`src/rtl/ssd1306_spi4_rx.sv`:
```
// SSD1306 4-wire SPI receiver: oversampled byte assembly, command subset decode
// and conversion of display data into framebuffer write strobes.
module ssd1306_spi4_rx #(
    parameter int unsigned COLS        = 128,
    parameter int unsigned PAGES       = 8,
    parameter int unsigned SYNC_STAGES = 2
) (
    input  logic                              clk,
    input  logic                              rst,
    input  logic                              spi_cs_n,
    input  logic                              spi_sck,
    input  logic                              spi_sdi,
    input  logic                              spi_dc,
    output logic                              byte_valid,
    output logic [7:0]                        byte_data,
    output logic                              byte_is_data,
    output logic                              fb_we,
    output logic [$clog2(COLS*PAGES)-1:0]     fb_addr,
    output logic [7:0]                        fb_wdata,
    output logic                              display_on,
    output logic [7:0]                        contrast
);
    localparam int unsigned CW = $clog2(COLS);
    localparam int unsigned PW = $clog2(PAGES);
    localparam int unsigned AW = $clog2(COLS * PAGES);

    typedef enum logic [1:0] {IDLE, ARG1, ARG2} dec_state_t;

    logic [SYNC_STAGES-1:0] cs_sync, sck_sync, sdi_sync, dc_sync;
    logic                   sck_prev;
    logic                   cs_s, sck_s, sdi_s, dc_s, sck_rise;
    logic [2:0]             bit_cnt;
    logic [6:0]             shift;
    logic                   byte_done;
    logic [7:0]             new_byte;

    dec_state_t             dec_state;
    logic [7:0]             cmd;
    logic [7:0]             arg1;
    logic [1:0]             mode;
    logic [CW-1:0]          col, col_start, col_end, pm_start, adv_col;
    logic [PW-1:0]          page, page_start, page_end, adv_page;
    logic                   unused_arg;

    // Sync flops reset to idle levels (CS deasserted, SCK high) so release never fakes an edge
    always_ff @(posedge clk or posedge rst) begin
        if (rst) begin
            cs_sync  <= '1;
            sck_sync <= '1;
            sdi_sync <= '0;
            dc_sync  <= '0;
            sck_prev <= 1'b1;
        end else begin
            cs_sync  <= {cs_sync[SYNC_STAGES-2:0],  spi_cs_n};
            sck_sync <= {sck_sync[SYNC_STAGES-2:0], spi_sck};
            sdi_sync <= {sdi_sync[SYNC_STAGES-2:0], spi_sdi};
            dc_sync  <= {dc_sync[SYNC_STAGES-2:0],  spi_dc};
            sck_prev <= sck_sync[SYNC_STAGES-1];
        end
    end

    assign cs_s      = cs_sync[SYNC_STAGES-1];
    assign sck_s     = sck_sync[SYNC_STAGES-1];
    assign sdi_s     = sdi_sync[SYNC_STAGES-1];
    assign dc_s      = dc_sync[SYNC_STAGES-1];
    assign sck_rise  = sck_s & ~sck_prev & ~cs_s;
    assign byte_done = sck_rise && (bit_cnt == 3'd7);
    assign new_byte  = {shift, sdi_s};
    assign fb_wdata  = byte_data;
    assign unused_arg = &{1'b0, arg1};

    always_ff @(posedge clk or posedge rst) begin
        if (rst) begin
            bit_cnt <= '0;
            shift   <= '0;
        end else if (cs_s) begin
            bit_cnt <= '0;
        end else if (sck_rise) begin
            shift   <= {shift[5:0], sdi_s};
            bit_cnt <= bit_cnt + 3'd1;
        end
    end

    function automatic logic [CW-1:0] inc_col(input logic [CW-1:0] c);
        return (32'(c) == COLS - 1) ? '0 : c + CW'(1);
    endfunction

    function automatic logic [PW-1:0] inc_page(input logic [PW-1:0] p);
        return (32'(p) == PAGES - 1) ? '0 : p + PW'(1);
    endfunction

    function automatic logic takes_one_arg(input logic [7:0] op);
        case (op)
            8'h20, 8'h81, 8'h8D, 8'hA8, 8'hD3,
            8'hD5, 8'hD9, 8'hDA, 8'hDB: return 1'b1;
            default:                    return 1'b0;
        endcase
    endfunction

    // Pointer position after a data byte, per addressing mode (mode 3 behaves as page)
    always_comb begin
        adv_col  = col;
        adv_page = page;
        if (mode[1]) begin
            adv_col = (32'(col) == COLS - 1) ? pm_start : inc_col(col);
        end else if (mode == 2'd0) begin
            if (col == col_end) begin
                adv_col  = col_start;
                adv_page = (page == page_end) ? page_start : inc_page(page);
            end else begin
                adv_col = inc_col(col);
            end
        end else begin
            if (page == page_end) begin
                adv_page = page_start;
                adv_col  = (col == col_end) ? col_start : inc_col(col);
            end else begin
                adv_page = inc_page(page);
            end
        end
    end

    always_ff @(posedge clk or posedge rst) begin
        if (rst) begin
            byte_valid   <= 1'b0;
            byte_data    <= '0;
            byte_is_data <= 1'b0;
            fb_we        <= 1'b0;
            fb_addr      <= '0;
            display_on   <= 1'b0;
            contrast     <= 8'h7F;
            dec_state    <= IDLE;
            cmd          <= '0;
            arg1         <= '0;
            mode         <= 2'd2;
            col          <= '0;
            col_start    <= '0;
            col_end      <= CW'(COLS - 1);
            pm_start     <= '0;
            page         <= '0;
            page_start   <= '0;
            page_end     <= PW'(PAGES - 1);
        end else begin
            byte_valid <= 1'b0;
            fb_we      <= 1'b0;
            if (byte_done) begin
                byte_valid   <= 1'b1;
                byte_data    <= new_byte;
                byte_is_data <= dc_s;
                if (dc_s) begin
                    // Data also aborts any half-received command
                    fb_we     <= 1'b1;
                    fb_addr   <= AW'(32'(page) * COLS + 32'(col));
                    col       <= adv_col;
                    page      <= adv_page;
                    dec_state <= IDLE;
                end else begin
                    case (dec_state)
                        IDLE: begin
                            if (new_byte == 8'h21 || new_byte == 8'h22 ||
                                takes_one_arg(new_byte)) begin
                                cmd       <= new_byte;
                                dec_state <= ARG1;
                            end else if (new_byte == 8'hAE || new_byte == 8'hAF) begin
                                display_on <= new_byte[0];
                            end else if (mode[1]) begin
                                if (new_byte[7:4] == 4'h0) begin
                                    col      <= CW'((8'(col) & 8'hF0) | {4'h0, new_byte[3:0]});
                                    pm_start <= CW'((8'(col) & 8'hF0) | {4'h0, new_byte[3:0]});
                                end else if (new_byte[7:3] == 5'b00010) begin
                                    col      <= CW'((8'(col) & 8'h0F) | {1'b0, new_byte[2:0], 4'h0});
                                    pm_start <= CW'((8'(col) & 8'h0F) | {1'b0, new_byte[2:0], 4'h0});
                                end else if (new_byte[7:3] == 5'b10110) begin
                                    page <= PW'(new_byte[2:0]);
                                end
                            end
                        end
                        ARG1: begin
                            if (cmd == 8'h21 || cmd == 8'h22) begin
                                arg1      <= new_byte;
                                dec_state <= ARG2;
                            end else begin
                                if (cmd == 8'h20) mode     <= new_byte[1:0];
                                if (cmd == 8'h81) contrast <= new_byte;
                                dec_state <= IDLE;
                            end
                        end
                        ARG2: begin
                            if (cmd == 8'h21) begin
                                col_start <= CW'(arg1);
                                col_end   <= CW'(new_byte);
                                col       <= CW'(arg1);
                            end else begin
                                page_start <= PW'(arg1);
                                page_end   <= PW'(new_byte);
                                page       <= PW'(arg1);
                            end
                            dec_state <= IDLE;
                        end
                        default: dec_state <= IDLE;
                    endcase
                end
            end
        end
    end
endmodule
```
`config.mk`:
```
export PLATFORM = sky130hd
export DESIGN_NAME = ssd1306_spi4_rx
export DESIGN_NICKNAME = d
export VERILOG_FILES = /design/src/rtl/ssd1306_spi4_rx.sv
export SDC_FILE = /design/constraint.sdc
export NUM_CORES = 1
export LEC_CHECK = 0
export CAP_MARGIN = 20
export CELL_PAD_IN_SITES_DETAIL_PLACEMENT = 0
export CELL_PAD_IN_SITES_GLOBAL_PLACEMENT = 1
export CORE_ASPECT_RATIO = 0.8
export CORE_MARGIN = 2
export CORE_UTILIZATION = 47
export DETAILED_ROUTE_END_ITERATION = 8
export HOLD_SLACK_MARGIN = 0.06
export MAX_ROUTING_LAYER = met4
export PLACE_DENSITY_LB_ADDON = 0.1
export SYNTH_ARGS = -nofsm -noshare
export SYNTH_HDL_FRONTEND = slang
export SYNTH_SLANG_ARGS = --single-unit
```
`constraint.sdc`:
```
create_clock -name clk -period 4.83 [get_ports clk]
set_input_delay 0.7245 -clock clk [delete_from_list [all_inputs] [get_ports clk]]
set_output_delay 0.7245 -clock clk [all_outputs]
set_load 0.005 [all_outputs]
```
==> reports/qor.yml <==
drt-total-wl_um: 10800
dp_hpwl_um: 7160
fin_setup_tns_ns: 0
grt_usage_pct: 20.5
worst_slew_pin_slew_ns: 0.899
holdWs_ns: 0.352
ff2ff_path_depth: 6
grt_pass1_vias: 3306
yosys.area.top_type_share_pct: 40.4
first_pass_iters: 4
synth-async-reset-ratio_pct: 100
drv_cap: 0
syn_to_final_growth_pct: 15.2
netlist.top_cell.by_area: "dfrtp_1"
gr-total-overflow: 0
p_leak_uw: 0.00261
die_area_mm2: 0.0117
final_net_count: 465
cts_setup_buffers: 0
ys_ff_latch: 105
dieWidth_um: 120
timing.rr.end: "contrast[7]"
die_h_um: 97.0
drive_above_1_share_pct: 27.9
start_util_pct: 48.9
arrival_ns: 2.95
clock_skew_ns: 0.00723
cts_buffers: 9
max_stage_delay_ns: 0.57
drt_iter0_drc: 142
tritoncts: "done"
min_from: "sdi_sync[0]"
rsz0062_at_grt: "no"
core_mm2: 0.0104
antenna_found_initial: 0
worstSetupStartpointType: "register"
synthDistinctLibCells: 57
clock_latency_ns: 0.35
final-hold-violation-count: 0
synth.most_common_cell: "dfrtp_1"
ys_top_cells_by_area: "dfrtp_1 (40%), mux2_2 (15%), dfstp_2 (12%)"
regToRegSetupSlack_ns: 2.12
viasPerCell: 5.64
min_to: "sdi_sync[1]"
htree_levels: 3
wl_per_cell_um: 18.0
avgSynthCellArea_um2: 11.7
worstPathRequired_ns: 5.07
ys_seq_area_share_pct: 52.3
status: "finished clean"
drc: 0
pin_count: 44
clock-sinks: 105
root_buffer: "clkbuf_16"
peakVddDrop_uv: 225
worstSetupPathType: "reg2reg"
routabilityCongestion: 0.783
max_slew_margin_pct: 40.1
hold_buffers: 0
worst_setup_path_end_kind: "register"
cp_max_fo: 16
clkTransAtPathRegs_ns: 0.07
cp_slowest_cell: "nor4_4"
synth_ff_type: "dfrtp_1"
fin_crit_sh_pct: 56.2
synth_commonest_cells: "dfrtp_1 (82), mux2_2 (66), nand2_1 (48), nor2_1 (29), dfstp_2 (23)"
synth-edff-count: 0
cts.path.max_buffers: 2
drv_slew: 0
critPathTopFamily: "simple AND/OR/NAND/NOR gates"
vias: 3379
path_cells: "nor3b_4 -> nand2_4 -> inv_2 -> nand4_4 -> nor4_4 -> mux2_2"
antenna_left: 0
place.port_buffers: 43
syn_inst: 434
regToRegStartpoint: "sck_sync[1]"
fp-row-count: 33
max_freq_ghz: 0.368
cp_num_buf_inv: 1
whs_path_depth: 0
synthesis.area_mm2: 0.00508
hp-class: "reg2reg"
n_antenna_cell: 0
setup_viol_count_final: 0
grt_pass1_wl_um: 18100
power_density_mw_per_mm2: 340
cts_resized: 0
synth_nets: 445
period_needed_ns: 2.71
grt_start_max_net_pins: 84
synth_warnings: 0
[layer usage]
metal,vias up,share of wire (%),track usage [%]
li1,1576,-,-
met2,62,45,29.2
met4,0,0.92,4.56
met3,11,4.1,5.19
met5,-,0,-
met1,1730,50,29.7
[state kept, by name, summed over array words and instances (netlist names), 3 cells and up]
register    count
col_end         7
page            3
col_start       7
pm_start        7
page_start      3
page_end        3
contrast        8
arg1            7
col             7
fb_addr        10
bit_cnt         3
byte_data       8
cmd             8
shift           7
[worst register-to-register path: cells and delay by family (launching register included)]
kind	cells	cell delay [ns]
buffers and inverters	1	0.26
AND/OR/NAND/NOR	4	1.40
multiplexers	1	0.40
flip-flops	1	0.54
[placed cells by master, fill, tap and decap left out, types with 4 or more instances in the layout]
cell,n
dfrtp_1,82
mux2_2,66
nand2_1,48
clkdlybuf4s50_1,43
nor2_1,29
dfstp_2,23
o21ai_0,15
mux2i_1,14
xnor2_1,12
nand3_1,11
a21oi_1,9
clkbuf_16,9
nand2b_1,6
nor4_4,5
a211oi_1,5
ha_1,5
inv_1,4
xor2_1,4
a31oi_1,4
[area by class of cell]
class | count | area [um^2]
Fill cell | 898 | 4550
Clock inverter | 6 | 65.1
Clock buffer | 10 | 239
Sequential cell | 105 | 2660
Timing Repair Buffer | 47 | 480
Multi-Input combinational cell | 285 | 2220
Inverter | 6 | 25.0
Tap cell | 140 | 175
[worst max-delay path by stage]
stage | from | endpoint | slack (ns) | cells past startpoint
floorplan | rst | arg1[0] | 1.38 | 1
global placement | sck_sync[1] | contrast[7] | 2.13 | 6
detailed placement | sck_sync[1] | mode[0] | 2.08 | 6
CTS | sck_sync[1] | mode[0] | 2.06 | 6
global route | shift[2] | col[1] | 1.84 | 5
finish | sck_sync[1] | contrast[7] | 2.12 | 6
[kinds of logic after synthesis]
logic type                 after synthesis  share of synthesized area (%)
AOI/OAI and AO/OA                       63                           8.79
xor gates and xnor gates                16                           2.76
adders and majority gates                5                           1.23
DFF                                    105                           52.3
buffers and inverters                   44                           4.16
and+or+nand+nor                        121                           13.4
muxes                                   80                           17.4
[per-stage QoR]
step	cell area, um^2	total power (uW)	instances	worst slack, ns	utilization (%)
after floorplan	5080	1190	434	1.38	-
after global placement	5530	1260	582	2.13	53.1
after detailed placement	5530	1260	582	2.08	53.1
after CTS	5830	2010	598	2.06	56.0
after global routing	5860	2090	599	1.84	56.3
final	5860	1990	599	2.12	56.3
[power by group]
part           internal [uW]  total (uW)  switching (uW)
Sequential               908        1030             125
Combinational            106         216             110
Clock                    418         743             325
Total                   1430        1990             560
(Power assumes the default switching activity.)
